### src/rtl/sdram_init_seq_pkg.sv
// Shared SDRAM definitions: command encodings, precharge-all address bit,
// mode-register field values and the init sequencer's state type.
package sdram_init_seq_pkg;

    // {cs_n, ras_n, cas_n, we_n}
    localparam logic [3:0] CMD_INHIBIT   = 4'b1111;
    localparam logic [3:0] CMD_NOP       = 4'b0111;
    localparam logic [3:0] CMD_PRECHARGE = 4'b0010;
    localparam logic [3:0] CMD_REFRESH   = 4'b0001;
    localparam logic [3:0] CMD_MRS       = 4'b0000;

    localparam int ADDR_PRECHARGE_ALL_BIT = 10;

    localparam logic [2:0] MRS_CAS_2  = 3'd2;
    localparam logic [2:0] MRS_CAS_3  = 3'd3;
    localparam logic       MRS_BT_SEQ = 1'b0;
    localparam logic       MRS_BT_INT = 1'b1;
    localparam logic [2:0] MRS_BL_1   = 3'd0;
    localparam logic [2:0] MRS_BL_2   = 3'd1;
    localparam logic [2:0] MRS_BL_4   = 3'd2;
    localparam logic [2:0] MRS_BL_8   = 3'd3;

    typedef enum logic [2:0] {
        ST_PWRUP,
        ST_CKE_ON,
        ST_PRE,
        ST_REF,
        ST_MRS,
        ST_DONE
    } init_state_e;

    // Mode word layout: A9 write-burst mode, A8:7 op mode, A6:4 CAS, A3 BT, A2:0 BL
    function automatic logic [12:0] mode_word(input logic [2:0] cas,
                                              input logic       bt,
                                              input logic [2:0] bl);
        return {3'b000, 1'b0, 2'b00, cas, bt, bl};
    endfunction

    function automatic int max_int(input int a, input int b);
        return (a > b) ? a : b;
    endfunction

endpackage

### src/rtl/sdram_refresh_timer.sv
// Periodic refresh request generator with req/ack handshake and a sticky
// overrun flag for a request left pending across a whole interval.
module sdram_refresh_timer
    import sdram_init_seq_pkg::*;
#(
    parameter int REFI_CYC = 260
) (
    input  logic clk,
    input  logic rst_n,
    input  logic en,
    input  logic ref_ack,
    output logic ref_req,
    output logic ref_err
);

    localparam int CNT_W = max_int(1, $clog2(REFI_CYC));
    localparam logic [CNT_W-1:0] CNT_RELOAD = CNT_W'(REFI_CYC - 1);

    logic [CNT_W-1:0] cnt_reg;
    logic             req_reg;
    logic             err_reg;
    logic             expire;

    assign expire = en && (cnt_reg == '0);

    // Reload on expiry so the period is independent of the ack latency.
    always_ff @(posedge clk or negedge rst_n) begin
        if (!rst_n) begin
            cnt_reg <= CNT_RELOAD;
            req_reg <= 1'b0;
            err_reg <= 1'b0;
        end else begin
            if (en) begin
                cnt_reg <= expire ? CNT_RELOAD : cnt_reg - 1'b1;
            end
            if (expire) begin
                req_reg <= 1'b1;
                if (req_reg && !ref_ack) begin
                    err_reg <= 1'b1;
                end
            end else if (ref_ack && req_reg) begin
                req_reg <= 1'b0;
            end
        end
    end

    assign ref_req = req_reg;
    assign ref_err = err_reg;

endmodule

### src/rtl/sdram_init_seq.sv
// SDRAM power-up sequencer (CKE wait, PRECHARGE ALL, AUTO REFRESH x N, MRS)
// followed by the periodic refresh request timer.
module sdram_init_seq
    import sdram_init_seq_pkg::*;
#(
    parameter int          POWERUP_CYC  = 6667,
    parameter int          T_RP         = 3,
    parameter int          T_RFC        = 7,
    parameter int          T_MRD        = 2,
    parameter int          INIT_REFRESH = 2,
    parameter logic [12:0] MODE_REG     = mode_word(MRS_CAS_3, MRS_BT_SEQ, MRS_BL_1),
    parameter int          REFI_CYC     = 260
) (
    input  logic        clk,
    input  logic        rst_n,
    output logic        cke,
    output logic [3:0]  cmd,
    output logic [12:0] addr,
    output logic [1:0]  ba,
    output logic        init_done,
    output logic        ref_req,
    input  logic        ref_ack,
    output logic        ref_err
);

    localparam int DLY_MAX = max_int(POWERUP_CYC,
                             max_int(T_RP - 1, max_int(T_RFC - 1, T_MRD - 1)));
    localparam int DLY_W   = max_int(1, $clog2(DLY_MAX + 1));
    localparam int REF_W   = max_int(1, $clog2(INIT_REFRESH));

    localparam logic [DLY_W-1:0] DLY_PWRUP = DLY_W'(POWERUP_CYC);
    localparam logic [DLY_W-1:0] DLY_RP    = DLY_W'(T_RP - 1);
    localparam logic [DLY_W-1:0] DLY_RFC   = DLY_W'(T_RFC - 1);
    localparam logic [DLY_W-1:0] DLY_MRD   = DLY_W'(T_MRD - 1);
    localparam logic [REF_W-1:0] REF_LAST  = REF_W'(INIT_REFRESH - 1);

    init_state_e       state_reg, state_next;
    logic [DLY_W-1:0]  dly_reg, dly_next;
    logic [REF_W-1:0]  ref_left_reg, ref_left_next;
    logic              cke_reg, cke_next;
    logic [3:0]        cmd_reg, cmd_next;
    logic [12:0]       addr_reg, addr_next;
    logic              done_reg, done_next;

    always_ff @(posedge clk or negedge rst_n) begin
        if (!rst_n) begin
            state_reg    <= ST_PWRUP;
            dly_reg      <= DLY_PWRUP;
            ref_left_reg <= '0;
            cke_reg      <= 1'b0;
            cmd_reg      <= CMD_INHIBIT;
            addr_reg     <= '0;
            done_reg     <= 1'b0;
        end else begin
            state_reg    <= state_next;
            dly_reg      <= dly_next;
            ref_left_reg <= ref_left_next;
            cke_reg      <= cke_next;
            cmd_reg      <= cmd_next;
            addr_reg     <= addr_next;
            done_reg     <= done_next;
        end
    end

    // Outputs are decoded for the cycle being entered, then registered.
    // The shared delay counter is loaded with (spacing-1) when a command issues
    // and the phase advances on the edge where it reads zero.
    always_comb begin
        state_next    = state_reg;
        dly_next      = dly_reg;
        ref_left_next = ref_left_reg;
        cke_next      = 1'b1;
        cmd_next      = CMD_NOP;
        addr_next     = '0;
        done_next     = 1'b0;

        case (state_reg)
            ST_PWRUP: begin
                if (dly_reg == '0) begin
                    state_next = ST_CKE_ON;
                end else begin
                    dly_next = dly_reg - 1'b1;
                    cke_next = 1'b0;
                    cmd_next = CMD_INHIBIT;
                end
            end
            ST_CKE_ON: begin
                state_next = ST_PRE;
                cmd_next   = CMD_PRECHARGE;
                addr_next[ADDR_PRECHARGE_ALL_BIT] = 1'b1;
                dly_next   = DLY_RP;
            end
            ST_PRE: begin
                if (dly_reg == '0) begin
                    state_next    = ST_REF;
                    cmd_next      = CMD_REFRESH;
                    dly_next      = DLY_RFC;
                    ref_left_next = REF_LAST;
                end else begin
                    dly_next = dly_reg - 1'b1;
                end
            end
            ST_REF: begin
                if (dly_reg != '0) begin
                    dly_next = dly_reg - 1'b1;
                end else if (ref_left_reg == '0) begin
                    state_next = ST_MRS;
                    cmd_next   = CMD_MRS;
                    addr_next  = MODE_REG;
                    dly_next   = DLY_MRD;
                end else begin
                    cmd_next      = CMD_REFRESH;
                    dly_next      = DLY_RFC;
                    ref_left_next = ref_left_reg - 1'b1;
                end
            end
            ST_MRS: begin
                if (dly_reg == '0) begin
                    state_next = ST_DONE;
                    done_next  = 1'b1;
                end else begin
                    dly_next = dly_reg - 1'b1;
                end
            end
            ST_DONE: begin
                done_next = 1'b1;
            end
            default: begin
                state_next = ST_PWRUP;
                dly_next   = DLY_PWRUP;
                cke_next   = 1'b0;
                cmd_next   = CMD_INHIBIT;
            end
        endcase
    end

    assign cke       = cke_reg;
    assign cmd       = cmd_reg;
    assign addr      = addr_reg;
    assign ba        = 2'b00;
    assign init_done = done_reg;

    sdram_refresh_timer #(
        .REFI_CYC (REFI_CYC)
    ) u_refresh_timer (
        .clk     (clk),
        .rst_n   (rst_n),
        .en      (done_reg),
        .ref_ack (ref_ack),
        .ref_req (ref_req),
        .ref_err (ref_err)
    );

endmodule

### config.mk
export PLATFORM = sky130hd
export DESIGN_NAME = sdram_init_seq
export DESIGN_NICKNAME = d
export VERILOG_FILES = /design/src/rtl/sdram_init_seq_pkg.sv /design/src/rtl/sdram_refresh_timer.sv /design/src/rtl/sdram_init_seq.sv
export SDC_FILE = /design/constraint.sdc
export NUM_CORES = 1
export LEC_CHECK = 0
export ABC_AREA = 1
export CAP_MARGIN = 20
export CELL_PAD_IN_SITES_DETAIL_PLACEMENT = 2
export CELL_PAD_IN_SITES_GLOBAL_PLACEMENT = 2
export CORE_MARGIN = 2
export CORE_UTILIZATION = 35
export DETAILED_ROUTE_END_ITERATION = 8
export PLACE_DENSITY = 0.9
export SLEW_MARGIN = 30
export SYNTH_ARGS = -nofsm -noshare
export SYNTH_HDL_FRONTEND = slang
export SYNTH_SLANG_ARGS = --single-unit
### constraint.sdc
create_clock -name clk -period 2.86 [get_ports clk]
set_clock_uncertainty 0.1 [all_clocks]
set_input_delay 0.858 -clock clk [delete_from_list [all_inputs] [get_ports clk]]
set_output_delay 0.858 -clock clk [all_outputs]
set_load 0.01 [all_outputs]
Word-level counts from Yosys, hierarchy flattened
Cells that the tools add are included.
- register bits after elaboration: 47
- latch bits: 0
- RAM bits: 0
- memory bits (read-only): 0
- input port bits: 3
- output and inout bits: 23
- memories: 0
- add/sub/neg operators: 3
- multiply operators: 0
- divide/modulo/power cells: 0
- order comparisons: 0
- eq/ne operators: 11
- shifts and indexed selects: 0
- multiplexer cells: 31
- bitwise gates (word level): 1
- reduce and logical (&&, ||, !) cells: 17
- operators by type and width (operator ; number):
    one-hot mux 13 bit (5 select lines) ; 1
    two-way mux 13 bit ; 3
    two-way mux 3 bit ; 7
    one-hot mux 4 bit (5 select lines) ; 1
    two-way mux 6 bit ; 3
    one-hot mux 3 bit (6 select lines) ; 1
    logical NOT 13 bit ; 1
    nonzero test 13 bit ; 1
    subtractor 13 x 1 -> 13 bit, second input constant ; 1
    != test 2 bit, second input constant ; 6
    logical NOT 9 bit ; 1
    two-way mux 9 bit ; 1
    subtractor 9 x 1 -> 9 bit, second input constant ; 1
    two-way mux 4 bit ; 2
    one-hot mux 1 bit (2 select lines) ; 4
    two-way mux 1 bit ; 7
    == test 3 x 2 -> 1 bit, second input constant ; 2
    == test 3 bit, second input constant ; 2
    AND reduction 6 bit ; 1
    OR reduction 5 bit ; 1
    AND reduction 2 bit ; 2
    nonzero test 2 bit ; 2
    OR reduction 2 bit ; 2
    == test 3 x 1 -> 1 bit, second input constant ; 1
    7 further kinds ; 9

Logic depth before layout (Yosys ltp)
Gate-level depths: netlist (run 1).
- word-level depth: 4
- mapped depth: 11
- depth with buffers taken out: 11

Cells and area by module
From an unflattened synthesis (run 1), not the netlist that was laid out.
- cell total of the unflattened synthesis: 300
- area, all modules: 2193.4 sq um
- modules (own cells, without submodules) (module ; instances ; cells an instance ; area each (sq um) ; seq. area each (sq um)):
    sdram_init_seq ; 1 ; 229 ; 1629.1 ; 638.1
    sdram_refresh_timer ; 1 ; 71 ; 564.3 ; 279.0

Least setup slack after synthesis (run 1)
OpenSTA, ideal clock, no wires.
- path kind: register -> register
- start: register dly_reg[0]
- end: register dly_reg[4]
- setup time: 0.118 ns
- data arrival time: 1.344 ns
- required time: 2.642 ns
- setup slack: 1.298 ns
- stages on the path, launching flop included: 11
- path buffers: 0
- period minus slack after synthesis: 1.562 ns
- cells stage by stage: dfstp_2 > inv_1 > ha_1 > nand2_1 > nor2_4 > nand3_4 > nand2_8 > inv_6 > nand2_4 > nand2_2 > nor2_2
- cells in the longest elaborated chain, start to end: 3
- elaborated cells on any way between the ends: 9
- ends and longest elaborated chain (item ; RTL line ; text):
    start, declared ; sdram_init_seq.sv:38 ; logic [DLY_W-1:0] dly_reg, dly_next;
    start signal, assigned ; sdram_init_seq.sv:56 ; dly_reg <= dly_next;
    subtractor 13 x 1 -> 13 bit (tied with other cells) ; n/a ;
    two-way mux 13 bit (tied with other cells) ; sdram_init_seq.sv:79, sdram_init_seq.sv:118 ;
    one-hot mux 13 bit (5 select lines) or AND reduction 2 bit (tied branches) ; n/a ;
Parallel ways exist; a longest one is shown, timed or not. The select of a mux whose other input is x is not followed.
A chain may end at the register's enable or synchronous reset.

Final worst setup path (run 1)
- start: register cmd_reg[1] (netlist: cmd[1])
- end: output port cmd[1]
- RTL lines (item ; RTL line ; text):
    start, declared ; sdram_init_seq.sv:41 ; logic [3:0] cmd_reg, cmd_next;
    start signal, assigned ; sdram_init_seq.sv:59 ; cmd_reg <= cmd_next;
    end, declared ; sdram_init_seq.sv:17 ; output logic [3:0] cmd,
No word-level cell between the ends.

==> flow_metrics.py, run 1 <==
metrics = {
    "timing": {
        "hold_viol": 0,
        "setup_tns_ns": 0,
        "max_clock_freq_mhz": 430,
        "setup_viol": 0,
        "period_minus_slack_ns": 2.33,
        "finalMaxSlewViolations": 0,
        "rsz0062_at_grt": "no",
        "max_slew_margin_pct": 66.4,
        "timing.hold.ws_ns": 0.400,
        "timing.final.crit_share_pct": 81.4,
        "worstMarginPinSlew_ns": 0.505,
    },
    "floorplanning": {
        "dieArea_sq_um": 7020,
        "die_w_microns": 83.8,
        "die_y_microns": 83.8,
        "fp.coreArea_sq_um": 6240,
        "pin_count": 26,
        "rows": 29,
        "start_util_pct": 35.7,
    },
    "route": {
        "num_vias": 1918,
        "drcViolationCount": 0,
        "first_iter_violations": 48,
        "wirelength_microns": 6890,
        "avgViaCountPerCell": 4.99,
        "antenna_left": 0,
        "drt-wirelength-per-cell_microns": 17.9,
        "firstDrtPassIters": 4,
    },
    "power": {
        "combPwrFrac_pct": 2.0,
        "pwr-share-seq_pct": 43.0,
        "internal-power_w": 0.000952,
        "pwr-share-clk_pct": 54.9,
        "powerDensity_nw_per_um2": 459,
        "p_switching_w": 0.000232,
        "p_sw_share_pct": 19.6,
        "ir_worst_vdd_mv": 0.363,
        "p_leak_nw": 1.31,
    },
    "critical_path": {
        "r2r_cells": 9,
        "timing.rr.start": "dly_reg[0]",
        "cp.arrival_ns": 1.37,
        "critPathMaxFanout": 1,
        "critPathTopFamily": "buffers and inverters",
        "end_kind": "output port",
        "slowest_stage": "clkdlybuf4s50_1",
        "cp_slowest_stage_delay_ns": 0.54,
        "worstPathCellList": "clkdlybuf4s50_1",
        "critPathKind": "flop to output port",
        "regToRegEndpoint": "state_reg[1]",
        "critPathRequiredTime_ns": 1.90,
        "worstSetupStartpointType": "flop",
        "path_buf_inv": 1,
        "rrSetupSlack_ns": 0.89,
    },
    "clock_tree": {
        "tritoncts": "done",
        "clkSinkCount": 36,
        "post-cts-setup-buffers": 0,
        "postCtsHoldBufs": 0,
        "htreeDepth": 2,
        "cts_resized": 0,
        "clk_latency_ns": 0.31,
        "cts.clk_slew.worst_paths_ns": 0.09,
        "cts_buffers": 5,
        "cts_max_path_buffers": 2,
        "clockRootBuffer": "clkbuf_8",
    },
    "finish": {
        "largest_register_ffs": 13,
        "drive_gt1_share_pct": 23.5,
        "area_growth_pct": 15.8,
        "nets": 312,
        "fin_cells": 384,
        "n_antenna_cell": 0,
    },
    "run": {
        "cap_viol_max_count": 0,
    },
    "global_routing": {
        "grt_pass1_vias": 2240,
        "grt_pass1_wl_microns": 11600,
        "antenna_found_initial": 0,
        "grt_usage_pct": 21.2,
        "grt_max_degree": 37,
        "grt_remaining_overflow": 0,
    },
    "synth": {
        "yosys_warnings": 0,
        "ys_types": 35,
        "ys_async_sr_fraction_pct": 100,
        "yosysMostFrequentCell": "nand2_1",
        "syn_avg_cell_area_sq_um": 7.77,
        "synth_area_leaders": "dfrtp_1 (26%), dfstp_2 (15%), nand2_1 (11%)",
        "syn_inst": 287,
        "synth-seq-cells": 36,
        "synth_top_area_share_pct": 25.8,
        "synth_commonest_cells": "nand2_1 (64), nor2_1 (35), inv_1 (30)",
        "synth_top_area_cell": "dfrtp_1",
        "synth_area_sq_um": 2230,
        "ys_seq_area_share_pct": 41.1,
        "synth-edff-count": 0,
        "synthFlopType": "dfrtp_1",
    },
    "place": {
        "place_congestion": 0.778,
        "place_inst": 375,
        "dp_hpwl_microns": 4820,
        "port_buffers": 13,
    },
    "hold_path": {
        "worstHoldPathType": "input port to asynchronous set/reset pin",
    },
    "status": {
        "outcome": "complete, no violations",
    },
}
placed cells by master (no fill, tap or decap), types with 2 or more instances in the layout:
| master | Yosys | routed |
|---|---|---|
| nand3_1 | 20 | 20 |
| nand2_1 | 64 | 64 |
| dfrtp_1 | 23 | 23 |
| clkdlybuf4s50_1 | 0 | 12 |
| xor2_1 | 3 | 3 |
| ha_1 | 3 | 3 |
| a21oi_1 | 7 | 7 |
| or2_2 | 2 | 2 |
| xnor2_1 | 2 | 2 |
| a22oi_1 | 2 | 2 |
| o21ai_1 | 3 | 3 |
| nor2_4 | 4 | 4 |
| o21ai_0 | 8 | 8 |
| nand2_4 | 2 | 2 |
| nor2_1 | 35 | 35 |
| conb_1 | 1 | 12 |
| clkbuf_8 | 0 | 5 |
| inv_2 | 7 | 7 |
| dfstp_2 | 13 | 13 |
| a31oi_1 | 2 | 2 |
| inv_1 | 30 | 30 |
| nand2_2 | 14 | 14 |
| nor2_2 | 14 | 14 |
| nor3_1 | 3 | 3 |
| bufinv_16 | 0 | 3 |
how the worst max path moves through the flow:
stage,start,cells after the start,endpoint,slack (ns)
floorplan,dly_reg[0],10,dly_reg[4],1.30
global placement,cmd[0],1,cmd[0],0.88
detailed placement,cmd[0],1,cmd[0],0.87
CTS,cmd[1],1,cmd[1],0.52
global route,cmd[0],1,cmd[0],0.50
finish,cmd[1],1,cmd[1],0.53
kinds of logic after synthesis:
| kind of cell | Yosys count | share of synthesized area (%) |
|---|---|---|
| other | 1 | 0.168 |
| buffers and inverters | 51 | 11.0 |
| flip-flops | 36 | 41.1 |
| adder cells (fa/ha/maj) | 3 | 1.68 |
| AO/OA/AOI/OAI | 27 | 7.63 |
| AND/OR/NAND/NOR | 164 | 36.4 |
| XOR/XNOR | 5 | 1.96 |
stage by stage:
stage / util [%] / total power (W) / cell area (sq um) / setup slack [ns]
CTS: 40.9 / 0.00119 / 2550 / 0.518
global route: 41.4 / 0.00121 / 2580 / 0.500
detailed placement: 38.4 / 0.000539 / 2390 / 0.873
finish: 41.4 / 0.00118 / 2580 / 0.533
floorplan: - / 0.000538 / 2270 / 1.30
global placement: 38.4 / 0.000538 / 2390 / 0.879
power groups by stage:
stage / Clock, W / Sequential [W] / Combinational (W)
global placement: 0 / 0.000519 / 0.0000196
global route: 0.000674 / 0.000510 / 0.0000275
detailed placement: 0 / 0.000519 / 0.0000199
CTS: 0.000661 / 0.000510 / 0.0000199
floorplan: 0 / 0.000519 / 0.0000193
finish: 0.000650 / 0.000510 / 0.0000241
cell type report:
cell class | count | area (sq um)
tap | 77 | 96.3
clock buffer | 5 | 68.8
timing repair buffer | 14 | 153
inverter | 38 | 148
multi-input combinational | 211 | 1110
clock inverter | 3 | 90.1
fill | 754 | 3660
sequential | 36 | 917
layer usage:
layer  wire, microns  share of wire [%]  track usage, %  up-vias
met5               0                  0               0        -
met4             159                2.3            7.92        0
met3             173                2.5            3.36       12
met2            3740                 54            38.3       26
met1            2810                 41            25.2      972
li1                -                  -               -      908
(Power assumes the default switching activity.)
==> inputs of run 2 (changes only) <==
CORE_UTILIZATION = 33   (was 35)
PLACE_DENSITY = 0.86   (was 0.9)
clock period = 2.4 ns   (was 2.86 ns; I/O delays follow)
==> flow_metrics.py, run 2 (synthesis results as in run 1) <==
metrics = {
    "hold_path": {
        "worstHoldPathType": "input port to asynchronous set/reset pin",
    },
    "timing": {
        "period_minus_slack_ns": 2.16,
        "setup_tns_ns": 0,
        "hold_viol": 0,
        "max_clock_freq_mhz": 462,
        "setup_viol": 0,
        "rsz0062_at_grt": "no",
        "timing.hold.ws_ns": 0.264,
        "finalMaxSlewViolations": 0,
        "timing.final.crit_share_pct": 90.2,
        "worst_slack_ns": 0.236,
    },
    "finish": {
        "area_growth_pct": 13.1,
        "largest_register_ffs": 13,
        "drive_gt1_share_pct": 23.1,
        "n_antenna_cell": 0,
        "seqCellArea_sq_um": 917,
        "nets": 312,
        "fillCellCount": 771,
        "layout.cells.most_common": "nand2_1",
        "fin_cells": 384,
        "final_cell_mix": "nand2_1 (64), nor2_1 (35), inv_1 (30)",
        "multi_input_area_sq_um": 1110,
    },
    "clock_tree": {
        "cts_resized": 0,
        "postCtsHoldBufs": 0,
        "clkSinkCount": 36,
        "cts_buffers": 5,
        "clockRootBuffer": "clkbuf_8",
        "cts_max_path_buffers": 2,
        "tritoncts": "done",
        "post-cts-setup-buffers": 0,
        "cts.clk_slew.worst_paths_ns": 0.08,
        "clk_latency_ns": 0.30,
        "htreeDepth": 2,
    },
    "critical_path": {
        "cp.depth": 1,
        "end_kind": "output port",
        "cp.arrival_ns": 1.34,
        "path_buf_inv": 1,
        "cp_slowest_stage_delay_ns": 0.52,
        "critPathTopFamily": "flip-flops",
        "worstPathCellList": "clkdlybuf4s50_1",
        "critPathKind": "flop to output port",
        "critPathMaxFanout": 1,
        "r2r_cells": 11,
        "critPathRequiredTime_ns": 1.58,
        "slowest_stage": "dfstp_2",
        "worstSetupStartpointType": "flop",
    },
    "place": {
        "dp_hpwl_microns": 4530,
        "port_buffers": 13,
        "place_inst": 376,
        "place_congestion": 0.752,
        "dp_slack_ns": 0.553,
    },
    "floorplanning": {
        "die_w_microns": 86.2,
        "die_y_microns": 86.2,
        "rows": 29,
        "dieArea_sq_um": 7430,
        "pin_count": 26,
        "start_util_pct": 34.5,
        "fp.coreArea_sq_um": 6460,
    },
    "route": {
        "num_vias": 1870,
        "drt-wirelength-per-cell_microns": 15.0,
        "highest_layer": "met4",
        "drcViolationCount": 0,
        "avgViaCountPerCell": 4.87,
        "wl_met3_microns": 130,
        "firstDrtPassIters": 4,
        "first_iter_violations": 56,
        "wirelength_microns": 5760,
        "wl_met1_microns": 2600,
        "dr_wl_met2_microns": 2960,
        "antenna_left": 0,
    },
    "global_routing": {
        "grt_pass1_vias": 2069,
        "antenna_found_initial": 0,
        "grt_max_degree": 20,
        "grt_remaining_overflow": 0,
        "grt_usage_pct": 17.3,
        "grt_pass1_wl_microns": 10100,
    },
    "run": {
        "cap_viol_max_count": 0,
    },
    "power": {
        "p_leak_nw": 1.28,
        "powerDensity_nw_per_um2": 468,
        "ir_worst_vdd_mv": 0.182,
    },
    "status": {
        "outcome": "complete, no violations",
    },
}
==> run 2: final cells by class <==
type	instances	area share, %
Clock buffer	6	2.88
Clock inverter	2	1.39
Inverter	38	5.85
Multi-Input combinational cell	211	43.9
Sequential cell	36	36.4
Tap cell	77	3.82
Timing Repair Buffer	14	5.75
==> run 2: final timing paths <==
| kind | from | end | slack, ns |
|---|---|---|---|
| max | cmd[0] | cmd[0] | 0.24 |
| min | rst_n | u_refresh_timer.cnt_reg[5] | 0.26 |
| max reg2reg | dly_reg[0] | dly_reg[5] | 0.61 |
| min reg2reg | u_refresh_timer.ref_err | u_refresh_timer.ref_err | 0.38 |
| max in group asynchronous | rst_n | dly_reg[9] | 1.40 |
| min in group clk | u_refresh_timer.ref_err | u_refresh_timer.ref_err | 0.38 |
==> run 2: metal layers <==
layer | GRT usage (%) | vias to the layer above
li1 | - | 906
met1 | 22.1 | 935
met2 | 30.0 | 22
met3 | 3.43 | 7
met4 | 4.69 | 0
met5 | 0 | -
==> run 2: worst register-to-register path, cell delays in order, from the launching register on <==
cell	delay [ns]
dfstp_2	0.52
inv_1	0.08
ha_1	0.25
nand3_1	0.09
nor2_1	0.05
nand2_2	0.12
nand2_2	0.06
nand2_2	0.15
inv_2	0.08
nand2_4	0.09
nand2_2	0.06
nor2_2	0.07
==> run 2: power by group <==
| group | internal, W | switching, W | total [W] |
|---|---|---|---|
| registers | 0.000607 | 0.00000000000432 | 0.000607 |
| clock network | 0.000309 | 0.000238 | 0.000547 |
| logic | 0.00000533 | 0.0000216 | 0.0000270 |
==> run 2: stage by stage <==
step | utilization, % | power, W | instance area (sq um)
6_report | 39.1 | 0.00118 | 2520
5_1_grt | 39.1 | 0.00122 | 2520
4_1_cts | 39.1 | 0.00120 | 2520
3_5_place_dp | 37.4 | 0.000647 | 2410
3_3_place_gp | 37.4 | 0.000646 | 2410
2_1_floorplan | - | 0.000641 | 2270
